<file path="src/rtl/v2f_isqrt_seq.sv">
// v2f_isqrt_seq: multi-cycle unsigned integer square root (restoring, one root bit per cycle)
// Ports: CLK/RST (sync, active-high); A/A_VALID/A_READY radicand handshake;
//        Y (root), R (floor remainder), Y_VALID/Y_READY result handshake.
// Optional: define V2F_ISQRT_ROUND_EN to round Y to nearest (R stays the floor remainder).
module v2f_isqrt_seq #(
  parameter int A_WIDTH = 32,
  parameter int Y_WIDTH = (A_WIDTH + 1) / 2,
  parameter int R_WIDTH = Y_WIDTH + 1
) (
  input  logic               CLK,
  input  logic               RST,
  input  logic [A_WIDTH-1:0] A,
  input  logic               A_VALID,
  output logic               A_READY,
  output logic [Y_WIDTH-1:0] Y,
  output logic [R_WIDTH-1:0] R,
  output logic               Y_VALID,
  input  logic               Y_READY
);
  localparam int AW2 = 2 * Y_WIDTH;
  localparam int CW  = $clog2(Y_WIDTH + 1);
  if (Y_WIDTH != (A_WIDTH + 1) / 2) begin : g_bad_y_width
    $error("v2f_isqrt_seq: Y_WIDTH must equal (A_WIDTH+1)/2");
  end
  typedef enum logic [1:0] {IDLE, CALC, DONE} state_t;
  state_t             r_state;
  logic [AW2-1:0]     r_a;
  logic [Y_WIDTH-1:0] r_root;
  logic [Y_WIDTH-1:0] r_y;
  logic [R_WIDTH:0]   r_rem;
  logic [R_WIDTH-1:0] r_r;
  logic [CW-1:0]      r_cnt;
  logic               r_a_ready;
  logic               r_y_valid;
  logic [R_WIDTH:0]   w_rem_sh;
  logic [R_WIDTH:0]   w_trial;
  logic [R_WIDTH:0]   w_rem_nx;
  logic               w_bit;
  logic [Y_WIDTH-1:0] w_root_nx;
  logic [Y_WIDTH-1:0] w_y_nx;
`ifdef V2F_ISQRT_ROUND_EN
  logic               w_up;
`endif
  assign A_READY = r_a_ready;
  assign Y_VALID = r_y_valid;
  assign Y       = r_y;
  assign R       = r_r;
  always_comb begin
    // bring down the next two radicand bits; the upper rem bits are always zero here
    w_rem_sh  = (R_WIDTH + 1)'({r_rem, r_a[AW2-1 -: 2]});
    w_trial   = (R_WIDTH + 1)'({r_root, 2'b01});
    w_bit     = w_rem_sh >= w_trial;
    w_rem_nx  = w_bit ? w_rem_sh - w_trial : w_rem_sh;
    w_root_nx = (r_root << 1) | Y_WIDTH'(w_bit);
`ifdef V2F_ISQRT_ROUND_EN
    // (f+0.5)^2 = f^2+f+0.25, so round up exactly when the remainder exceeds f
    w_up      = w_rem_nx > (R_WIDTH + 1)'(w_root_nx);
    w_y_nx    = (w_up && !(&w_root_nx)) ? w_root_nx + Y_WIDTH'(1) : w_root_nx;
`else
    w_y_nx    = w_root_nx;
`endif
  end
  always_ff @(posedge CLK) begin
    if (RST) begin
      r_state   <= IDLE;
      r_a       <= '0;
      r_root    <= '0;
      r_rem     <= '0;
      r_cnt     <= '0;
      r_y       <= '0;
      r_r       <= '0;
      r_a_ready <= 1'b1;
      r_y_valid <= 1'b0;
    end else begin
      case (r_state)
        IDLE: if (A_VALID) begin
          r_a       <= AW2'(A);
          r_root    <= '0;
          r_rem     <= '0;
          r_cnt     <= CW'(Y_WIDTH);
          r_a_ready <= 1'b0;
          r_state   <= CALC;
        end
        CALC: begin
          r_a    <= r_a << 2;
          r_root <= w_root_nx;
          r_rem  <= w_rem_nx;
          r_cnt  <= r_cnt - CW'(1);
          if (r_cnt == CW'(1)) begin
            r_y       <= w_y_nx;
            r_r       <= w_rem_nx[R_WIDTH-1:0];
            r_y_valid <= 1'b1;
            r_state   <= DONE;
          end
        end
        DONE: if (Y_READY) begin
          r_y_valid <= 1'b0;
          r_a_ready <= 1'b1;
          r_state   <= IDLE;
        end
        default: r_state <= IDLE;
      endcase
    end
  end
endmodule
</file>
<file path="config.mk">
export PLATFORM = sky130hd
export DESIGN_NAME = v2f_isqrt_seq
export DESIGN_NICKNAME = d
export VERILOG_FILES = /design/src/rtl/v2f_isqrt_seq.sv
export SDC_FILE = /design/constraint.sdc
export NUM_CORES = 1
export LEC_CHECK = 0
export CAP_MARGIN = 20
export CORE_ASPECT_RATIO = 0.75
export CORE_MARGIN = 2
export CORE_UTILIZATION = 30
export DETAILED_ROUTE_END_ITERATION = 16
export HOLD_SLACK_MARGIN = 0.03
export SLEW_MARGIN = 10
export SYNTH_ARGS = -nofsm -noshare
export SYNTH_HDL_FRONTEND = slang
export SYNTH_SLANG_ARGS = --single-unit
</file>
<file path="constraint.sdc">
create_clock -name CLK -period 2.4 [get_ports CLK]
set_input_delay 0.24 -clock CLK [delete_from_list [all_inputs] [get_ports CLK]]
set_output_delay 0.24 -clock CLK [all_outputs]
set_load 0.05 [all_outputs]
</file>
==> impl_metrics.json, run 1 <==
{
  "drt_first_pass_iters": 5,
  "fin_area_um2": 7090,
  "layout_commonest_cell": "dfxtp_1",
  "combPwrFrac": 0.566,
  "grt_pass1_vias": 4640,
  "synthArstFlopShare": 0,
  "cts_buffer_depth": 2,
  "avgSynthCellArea_um2": 7.49,
  "cp_max_fo": 9,
  "period_needed_ns": 2.32,
  "gp_routability_congestion": 0.907,
  "cts_made_buffers": 9,
  "syn_nets": 780,
  "overflow": 0,
  "max_slew_margin": 0.636,
  "fin_util": 0.402,
  "cts_max_level": 3,
  "ant_nets": 0,
  "worst-path-buf-inv": 2,
  "cts.sinks": 106,
  "netlist_area_um2": 5420,
  "seqPwrFrac": 0.252,
  "p_int_w": 0.00502,
  "mostFrequentLayoutCells": "102 x dfxtp_1, 99 x a21oi_1, 97 x nor2_1, 91 x nand2_1, 77 x o21ai_0",
  "status": "finished clean",
  "cp_top_family": "simple AND/OR/NAND/NOR gates",
  "required_ns": 2.62,
  "p_total_w": 0.00826,
  "cts.clk_slew.worst_paths_ns": 0.07,
  "grt_usage": 0.156,
  "numPortBuffers": 70,
  "coreArea_um2": 17700,
  "antenna_found_initial": 0,
  "p_switching_w": 0.00324,
  "ys_types": 54,
  "hp-class": "in2reg",
  "max_cap_violations": 0,
  "worst_slew_pin_slew_ns": 0.544,
  "synth_warnings": 0,
  "num_io_pins": 71,
  "swShare": 0.392,
  "ys_ff_latch": 106,
  "ir_drop_v": 0.000684,
  "dieArea_um2": 19200,
  "p_per_area_nw_per_um2": 1170,
  "holdWs_ns": 0.193,
  "dieHeight_um": 120,
  "syn_inst": 724,
  "final_nets": 867,
  "fillers": 1850,
  "cp-start-kind": "register",
  "initial_utilization": 0.307,
  "critPathSlowestCell": "dfxtp_1",
  "wl_per_cell_um": 14.3,
  "fin_cells": 1058,
  "p_leak_nw": 2.70,
  "drc_errors": 0,
  "cpPeakStageDelay_ns": 0.39,
  "path_cells": "inv_1 -> ha_1 -> nand4_4 -> nor4_2 -> o221ai_1 -> and2_4 -> nand2_8 -> buf_4 -> mux2i_1 -> a211oi_1",
  "max_freq_ghz": 0.431,
  "row_count": 42,
  "grt_pass1_wl_um": 24200,
  "skew_ns": 0.00714,
  "setup_viol": 0,
  "clockPowerShare": 0.182,
  "end_kind": "register",
  "yosysSeqAreaShare": 0.391,
  "dpl.cell_count": 1033,
  "worstPathArrival_ns": 2.54,
  "avgViaCountPerCell": 4.79,
  "root_buffer": "clkbuf_16",
  "drt_iter0_drc": 358,
  "hpwl_um": 10400,
  "slew_viol_final": 0,
  "cts_hold_buf": 0,
  "die_w_um": 159,
  "grt_start_max_net_pins": 61,
  "layout-drive-gt1-share": 0.125,
  "totalWireLength_um": 15100,
  "dpl-instance-area_um2": 6570,
  "synth-main-ff-cell": "dfxtp_1",
  "min_period_over_period": 0.966,
  "n_antenna_cell": 0,
  "critical_path_class": "reg2reg",
  "hold_violations": 0,
  "cts_tree": "built",
  "area_delta_synth_final_pct": 30.8,
  "synth_edf_count": 0,
  "via_count": 5063,
  "clk_latency_ns": 0.35
}
-- flip-flops by register name (all words and copies together), names as in the netlist --
signal   cells
r_a         32
R           17
Y           16
r_rem       16
r_root      16
r_cnt        5
r_state      2
A_READY      1
Y_VALID      1
-- power by group through the flow --
stage	logic (W)	clock network (W)	registers, W
6_report	0.00467	0.00150	0.00209
2_1_floorplan	0.00287	0	0.00211
3_3_place_gp	0.00375	0	0.00211
4_1_cts	0.00380	0.00154	0.00206
5_1_grt	0.00511	0.00162	0.00211
3_5_place_dp	0.00378	0	0.00210
-- cells in the mapped netlist (all sizes together) (7+ instances only) --
| library cell | instances | area share |
|---|---|---|
| buf | 9 | 0.011 |
| nor2 | 98 | 0.068 |
| a211oi | 16 | 0.023 |
| nand2 | 92 | 0.067 |
| a21oi | 101 | 0.095 |
| clkbuf | 36 | 0.025 |
| xnor2 | 7 | 0.011 |
| a22oi | 18 | 0.025 |
| mux2i | 9 | 0.017 |
| nand3 | 8 | 0.0083 |
| a21o | 7 | 0.0097 |
| dfxtp | 106 | 0.39 |
| o21ai | 82 | 0.076 |
| ha | 20 | 0.046 |
| inv | 47 | 0.033 |
-- per-layer routing --
layer / routed length [um] / vias up / global-route usage
met5: 0 / - / 0
met4: 99 / 0 / 0.0295
met3: 574 / 7 / 0.0360
met2: 6220 / 74 / 0.227
met1: 8220 / 2318 / 0.234
li1: - / 2664 / -
-- area by class of cell --
type                            instances  area, um2  share of cell area
Sequential cell                       106       2130               0.300
Clock buffer                           12        246              0.0348
Timing Repair Buffer                  121       1120               0.158
Tap cell                              242        303              0.0427
Multi-Input combinational cell        525       3060               0.432
Inverter                               48        180              0.0254
Clock inverter                          4       51.3             0.00723
-- per-stage QoR --
stage / worst slack (ns) / setup TNS (ns)
final: 0.0825 / 0
after global placement: 0.0686 / 0
after detailed placement: -0.00533 / -0.00533
after floorplan: 0.147 / 0
after global routing: -0.00827 / -0.00900
after CTS: 0.000416 / 0
-- cell families after synthesis --
| kind of cell | share of synthesized area |
|---|---|
| AOI/OAI and AO/OA | 0.273 |
| and+or+nand+nor | 0.186 |
| DFF | 0.391 |
| buffers and inverters | 0.0688 |
| adders and majority gates | 0.0461 |
| xor gates and xnor gates | 0.0162 |
| muxes | 0.0187 |
-- path summary, 6_finish.rpt --
kind                            startpoint      end  slack (ns)  cells after the start
worst max-delay path             r_root[8]     R[8]        0.08                     10
worst min register to register        Y[7]     Y[7]        0.46                      2
worst max register to register   r_root[8]     R[8]        0.08                     10
worst min-delay path                   RST  A_READY        0.19                      2
-- repair_timing --
| item | 4_1_cts | 5_1_grt |
|---|---|---|
| setup buffers | 0 | 9 |
| endpoints found under the setup margin | 17 | 32 |
| gates resized for setup | 1 | 27 |
| pin swaps | 0 | 11 |
No activity file was read; power rests on OpenSTA's default activity.
==> run 2: changes to the inputs <==
--- a/config.mk
+++ b/config.mk
@@ -8,9 +8,10 @@
 export CAP_MARGIN = 20
 export CORE_ASPECT_RATIO = 0.75
 export CORE_MARGIN = 2
-export CORE_UTILIZATION = 30
+export CORE_UTILIZATION = 50
 export DETAILED_ROUTE_END_ITERATION = 16
 export HOLD_SLACK_MARGIN = 0.03
+export PLACE_DENSITY = 0.76
 export SLEW_MARGIN = 10
 export SYNTH_ARGS = -nofsm -noshare
 export SYNTH_HDL_FRONTEND = slang
==> impl_metrics.json, run 2 (synthesis gave the netlist of run 1 again) <==
{
  "cts.clk_slew.worst_paths_ns": 0.07,
  "cts_buffer_depth": 2,
  "avgViaCountPerCell": 5.70,
  "hp-class": "in2reg",
  "period_needed_ns": 2.37,
  "wl_per_cell_um": 15.7,
  "numPortBuffers": 70,
  "grt_pass1_vias": 4639,
  "mostFrequentLayoutCells": "97 x a21oi_1, 97 x nor2_1, 95 x dfxtp_1, 91 x nand2_1, 78 x o21ai_0",
  "n_antenna_cell": 0,
  "slew_viol_final": 0,
  "num_io_pins": 71,
  "clk_latency_ns": 0.35,
  "hpwl_um": 9780,
  "totalWireLength_um": 14600,
  "setup_viol": 0,
  "cts.sinks": 106,
  "dieArea_um2": 11700,
  "grt_usage": 0.242,
  "worst-path-buf-inv": 0,
  "worst_slew_pin_slew_ns": 0.550,
  "root_buffer": "clkbuf_16",
  "path_cells": "ha_2 -> a21o_1 -> a31o_2 -> a21oi_4 -> a21oi_1 -> or3_1 -> a31oi_2 -> a211oi_2",
  "cts_made_buffers": 9,
  "largest_reg_flops": 32,
  "initial_utilization": 0.521,
  "p_leak_nw": 2.58,
  "drt_iter0_drc": 495,
  "hold_violations": 0,
  "cpPeakStageDelay_ns": 0.41,
  "worstPathArrival_ns": 2.58,
  "drt_first_pass_iters": 5,
  "ant_nets": 0,
  "max_freq_ghz": 0.423,
  "grt_start_max_net_pins": 75,
  "cp_top_family": "compound AO/OA/AOI/OAI gates",
  "die_w_um": 124,
  "drc_errors": 0,
  "final_nets": 847,
  "fin_cells": 932,
  "layout-drive-gt1-share": 0.114,
  "required_ns": 2.62,
  "dieHeight_um": 94.2,
  "ir_drop_v": 0.000608,
  "cp-start-kind": "register",
  "regMostFlops": "r_a",
  "critPathSlowestCell": "dfxtp_1",
  "cts_max_level": 3,
  "end_kind": "register",
  "p_per_area_nw_per_um2": 1160,
  "max_slew_margin": 0.632,
  "antenna_found_initial": 0,
  "status": "finished clean",
  "skew_ns": 0.00613,
  "cp_max_fo": 6,
  "row_count": 32,
  "max_cap_violations": 0,
  "via_count": 5313,
  "dpl-instance-area_um2": 6320,
  "gp_routability_congestion": 0.943,
  "min_period_over_period": 0.986,
  "area_delta_synth_final_pct": 24.9,
  "overflow": 0,
  "cts_tree": "built",
  "finalSetupTns_ns": 0,
  "grt_pass1_wl_um": 23200,
  "coreArea_um2": 10400,
  "fin_area_um2": 6770,
  "dpl.cell_count": 913,
  "critical_path_class": "reg2reg"
}
-- run 2: what timing repair did --
item                                   in CTS  in global routing
endpoints found under the hold margin       0                  0
setup endpoints to repair                  24                 34
cloned                                      0                  1
hold buffers                                0                  0
pin swaps                                   1                  4
setup buffers                               1                  1
resized for setup                           5                 31
-- run 2: path summary, 6_finish.rpt --
check / startpoint / to / slack, ns / cells past startpoint
worst min-delay path: RST / R[10] / 0.36 / 2
worst max-delay path: r_rem[6] / R[12] / 0.03 / 8
worst max register to register: r_rem[6] / R[12] / 0.03 / 8
worst min register to register: Y[5] / Y[5] / 0.45 / 2
-- run 2: where the power goes --
part | switching, W | internal, W | total, W
registers | 0.000163 | 0.00193 | 0.00209
logic | 0.00246 | 0.00189 | 0.00436
clock network | 0.000650 | 0.000733 | 0.00138
total | 0.00328 | 0.00456 | 0.00783
-- run 2: layer usage --
metal / part of all wire / up-vias / global-route usage
li1: - / 2620 / -
met1: 0.49 / 2491 / 0.354
met2: 0.43 / 186 / 0.362
met3: 0.066 / 16 / 0.0501
met4: 0.013 / 0 / 0.0655
met5: 0 / - / 0
-- run 2: final cells by class --
type | instances | area (um2)
timing repair buffer | 100 | 928
multi-input combinational | 526 | 3090
clock inverter | 2 | 12.5
fill | 917 | 3640
sequential | 106 | 2140
tap | 136 | 170
clock buffer | 14 | 254
inverter | 48 | 180
-- run 2: stage by stage --
step / util / worst slack [ns] / total power [W] / hold slack (ns)
finish: 0.651 / 0.0337 / 0.00783 / 0.356
global route: 0.651 / -0.0344 / 0.00829 / 0.394
CTS: 0.635 / 0.00434 / 0.00731 / 0.342
detailed placement: 0.607 / -0.0459 / 0.00586 / 0.449
global placement: 0.606 / 0.0109 / 0.00571 / 0.442
floorplan: - / 0.147 / 0.00498 / 0.415
==> run 3: changes to the inputs <==
--- a/config.mk
+++ b/config.mk
@@ -6,12 +6,14 @@
 export NUM_CORES = 1
 export LEC_CHECK = 0
 export CAP_MARGIN = 20
+export CELL_PAD_IN_SITES_DETAIL_PLACEMENT = 1
+export CELL_PAD_IN_SITES_GLOBAL_PLACEMENT = 2
 export CORE_ASPECT_RATIO = 0.75
 export CORE_MARGIN = 2
-export CORE_UTILIZATION = 50
+export CORE_UTILIZATION = 29
 export DETAILED_ROUTE_END_ITERATION = 16
 export HOLD_SLACK_MARGIN = 0.03
-export PLACE_DENSITY = 0.76
+export PLACE_DENSITY_LB_ADDON = 0.1
 export SLEW_MARGIN = 10
 export SYNTH_ARGS = -nofsm -noshare
 export SYNTH_HDL_FRONTEND = slang
==> impl_metrics.json, run 3 (synthesis gave the netlist of run 1 again) <==
{
  "worstPathArrival_ns": 2.53,
  "p_total_w": 0.00852,
  "dieHeight_um": 122,
  "row_count": 43,
  "cp-start-kind": "register",
  "hold_violations": 0,
  "skew_ns": 0.00799,
  "gp_routability_congestion": 0.915,
  "worst_slew_pin_slew_ns": 0.654,
  "critical_path_class": "reg2reg",
  "worst-path-buf-inv": 1,
  "p_leak_nw": 2.78,
  "seqCellArea_um2": 2130,
  "regMostFlops": "r_a",
  "path_depth": 9,
  "cpPeakStageDelay_ns": 0.38,
  "max_freq_ghz": 0.435,
  "cts.sinks": 106,
  "drc_errors": 0,
  "hp-class": "in2reg",
  "die_w_um": 162,
  "max_slew_margin": 0.564,
  "critPathSlowestCell": "nor4_4",
  "grt_usage": 0.185,
  "worstHoldPathCells": 2,
  "rsz0062_at_grt": "yes",
  "drt_iter0_drc": 252,
  "cts.clk_slew.worst_paths_ns": 0.08,
  "dpl-instance-area_um2": 6680,
  "initial_utilization": 0.295,
  "max_cap_violations": 0,
  "drt_first_pass_iters": 4,
  "seqPwrFrac": 0.245,
  "cts_hold_buf": 0,
  "p_int_w": 0.00493,
  "holdWs_ns": 0.147,
  "totalWireLength_um": 17900,
  "num_io_pins": 71,
  "required_ns": 2.64,
  "area_delta_synth_final_pct": 34.4,
  "rr_startpoint": "r_root[12]",
  "p_switching_w": 0.00359,
  "mostFrequentLayoutCells": "98 x dfxtp_1, 98 x a21oi_1, 97 x nor2_1, 91 x nand2_1, 78 x o21ai_0",
  "status": "finished clean",
  "crit_path_start": "r_root[12]",
  "clk_latency_ns": 0.36,
  "path_cells": "inv_2 -> ha_4 -> nand4_1 -> nor4_4 -> o221ai_2 -> and2_4 -> or3_4 -> o2111ai_2 -> a21oi_1",
  "ir_drop_v": 0.000680,
  "grt_pass1_wl_um": 28900,
  "layout-drive-gt1-share": 0.162,
  "end_kind": "register",
  "overflow": 0,
  "r2r_cells": 9,
  "cts_buffer_depth": 2,
  "fin_util": 0.396,
  "cts_tree": "built",
  "dieArea_um2": 19800,
  "ant_nets": 0,
  "cts_made_buffers": 9,
  "grt_start_max_net_pins": 72,
  "root_buffer": "clkbuf_16",
  "combPwrFrac": 0.568,
  "period_needed_ns": 2.30,
  "n_antenna_cell": 0,
  "cp_max_fo": 5,
  "fin_area_um2": 7290,
  "hpwl_um": 12200,
  "swShare": 0.422,
  "slew_viol_final": 0,
  "grt_pass1_vias": 5361,
  "cts_max_level": 3,
  "final_nets": 879,
  "fillers": 2249,
  "avgViaCountPerCell": 4.94,
  "via_count": 5315,
  "multiInputGateArea_um2": 3170,
  "cp_top_family": "simple AND/OR/NAND/NOR gates",
  "holdCritStartpoint": "RST",
  "numPortBuffers": 70,
  "antenna_found_initial": 0,
  "coreArea_um2": 18400,
  "setup_viol": 0,
  "p_per_area_nw_per_um2": 1170,
  "min_period_over_period": 0.957,
  "wl_per_cell_um": 16.7,
  "largest_reg_flops": 32,
  "clockPowerShare": 0.187
}
-- run 3: cell count changes in the layout (fill, tap and decap cells not counted), sizes merged --
cell / before / now
inv: 47 / 50
buf: 32 / 64
bufinv: 0 / 1
clkbuf: 14 / 10
-- run 3: stage by stage --
step | setup slack, ns | std cells | TNS, ns
3_5_place_dp | -0.141 | 1052 | -1.63
3_3_place_gp | -0.0870 | 1052 | -1.06
2_1_floorplan | 0.147 | 724 | 0
5_1_grt | -0.0934 | 1075 | -0.321
6_report | 0.103 | 1075 | 0
4_1_cts | 0.0185 | 1070 | 0
-- run 3: power groups by stage --
stage	Clock (W)	Combinational [W]	Sequential, W
2_1_floorplan	0	0.00287	0.00211
4_1_cts	0.00165	0.00433	0.00206
3_5_place_dp	0	0.00414	0.00210
6_report	0.00159	0.00484	0.00209
5_1_grt	0.00173	0.00527	0.00211
3_3_place_gp	0	0.00408	0.00210
-- run 3: area by class of cell --
| cell class | count | area share |
|---|---|---|
| clock buffers | 10 | 0.0328 |
| clock inverters | 6 | 0.00979 |
| inverters | 48 | 0.0251 |
| multi-input cells | 526 | 0.435 |
| flip-flops and latches | 106 | 0.293 |
| well taps | 247 | 0.0424 |
| repair buffers | 132 | 0.163 |
-- run 3: what timing repair did --
item,4_1_cts,5_1_grt
buffers inserted,1,5
gates resized for setup,4,43
pin swaps,3,16
cloned,1,0
setup endpoints to repair,28,35
-- run 3: worst paths after layout --
| path | end | slack, ns |
|---|---|---|
| min | R[0] | 0.15 |
| max reg2reg | R[10] | 0.10 |
| min reg2reg | r_state[0] | 0.46 |
| max | R[10] | 0.10 |
-- run 3: metal layers --
layer	routed length, um	track usage	vias up	share of wire
met4	191	0.0470	0	0.011
met2	7550	0.265	62	0.42
met1	9610	0.280	2557	0.54
met5	0	0	-	0
li1	-	-	2684	-
met3	571	0.0372	12	0.032
-- run 3: worst register-to-register path, cell delays in order, from the launching register on --
cell and delay [ns]:
dfxtp_2 0.35, inv_2 0.05, ha_4 0.27, nand4_1 0.18, nor4_4 0.38, o221ai_2 0.17
and2_4 0.23, or3_4 0.38, o2111ai_2 0.09, a21oi_1 0.08
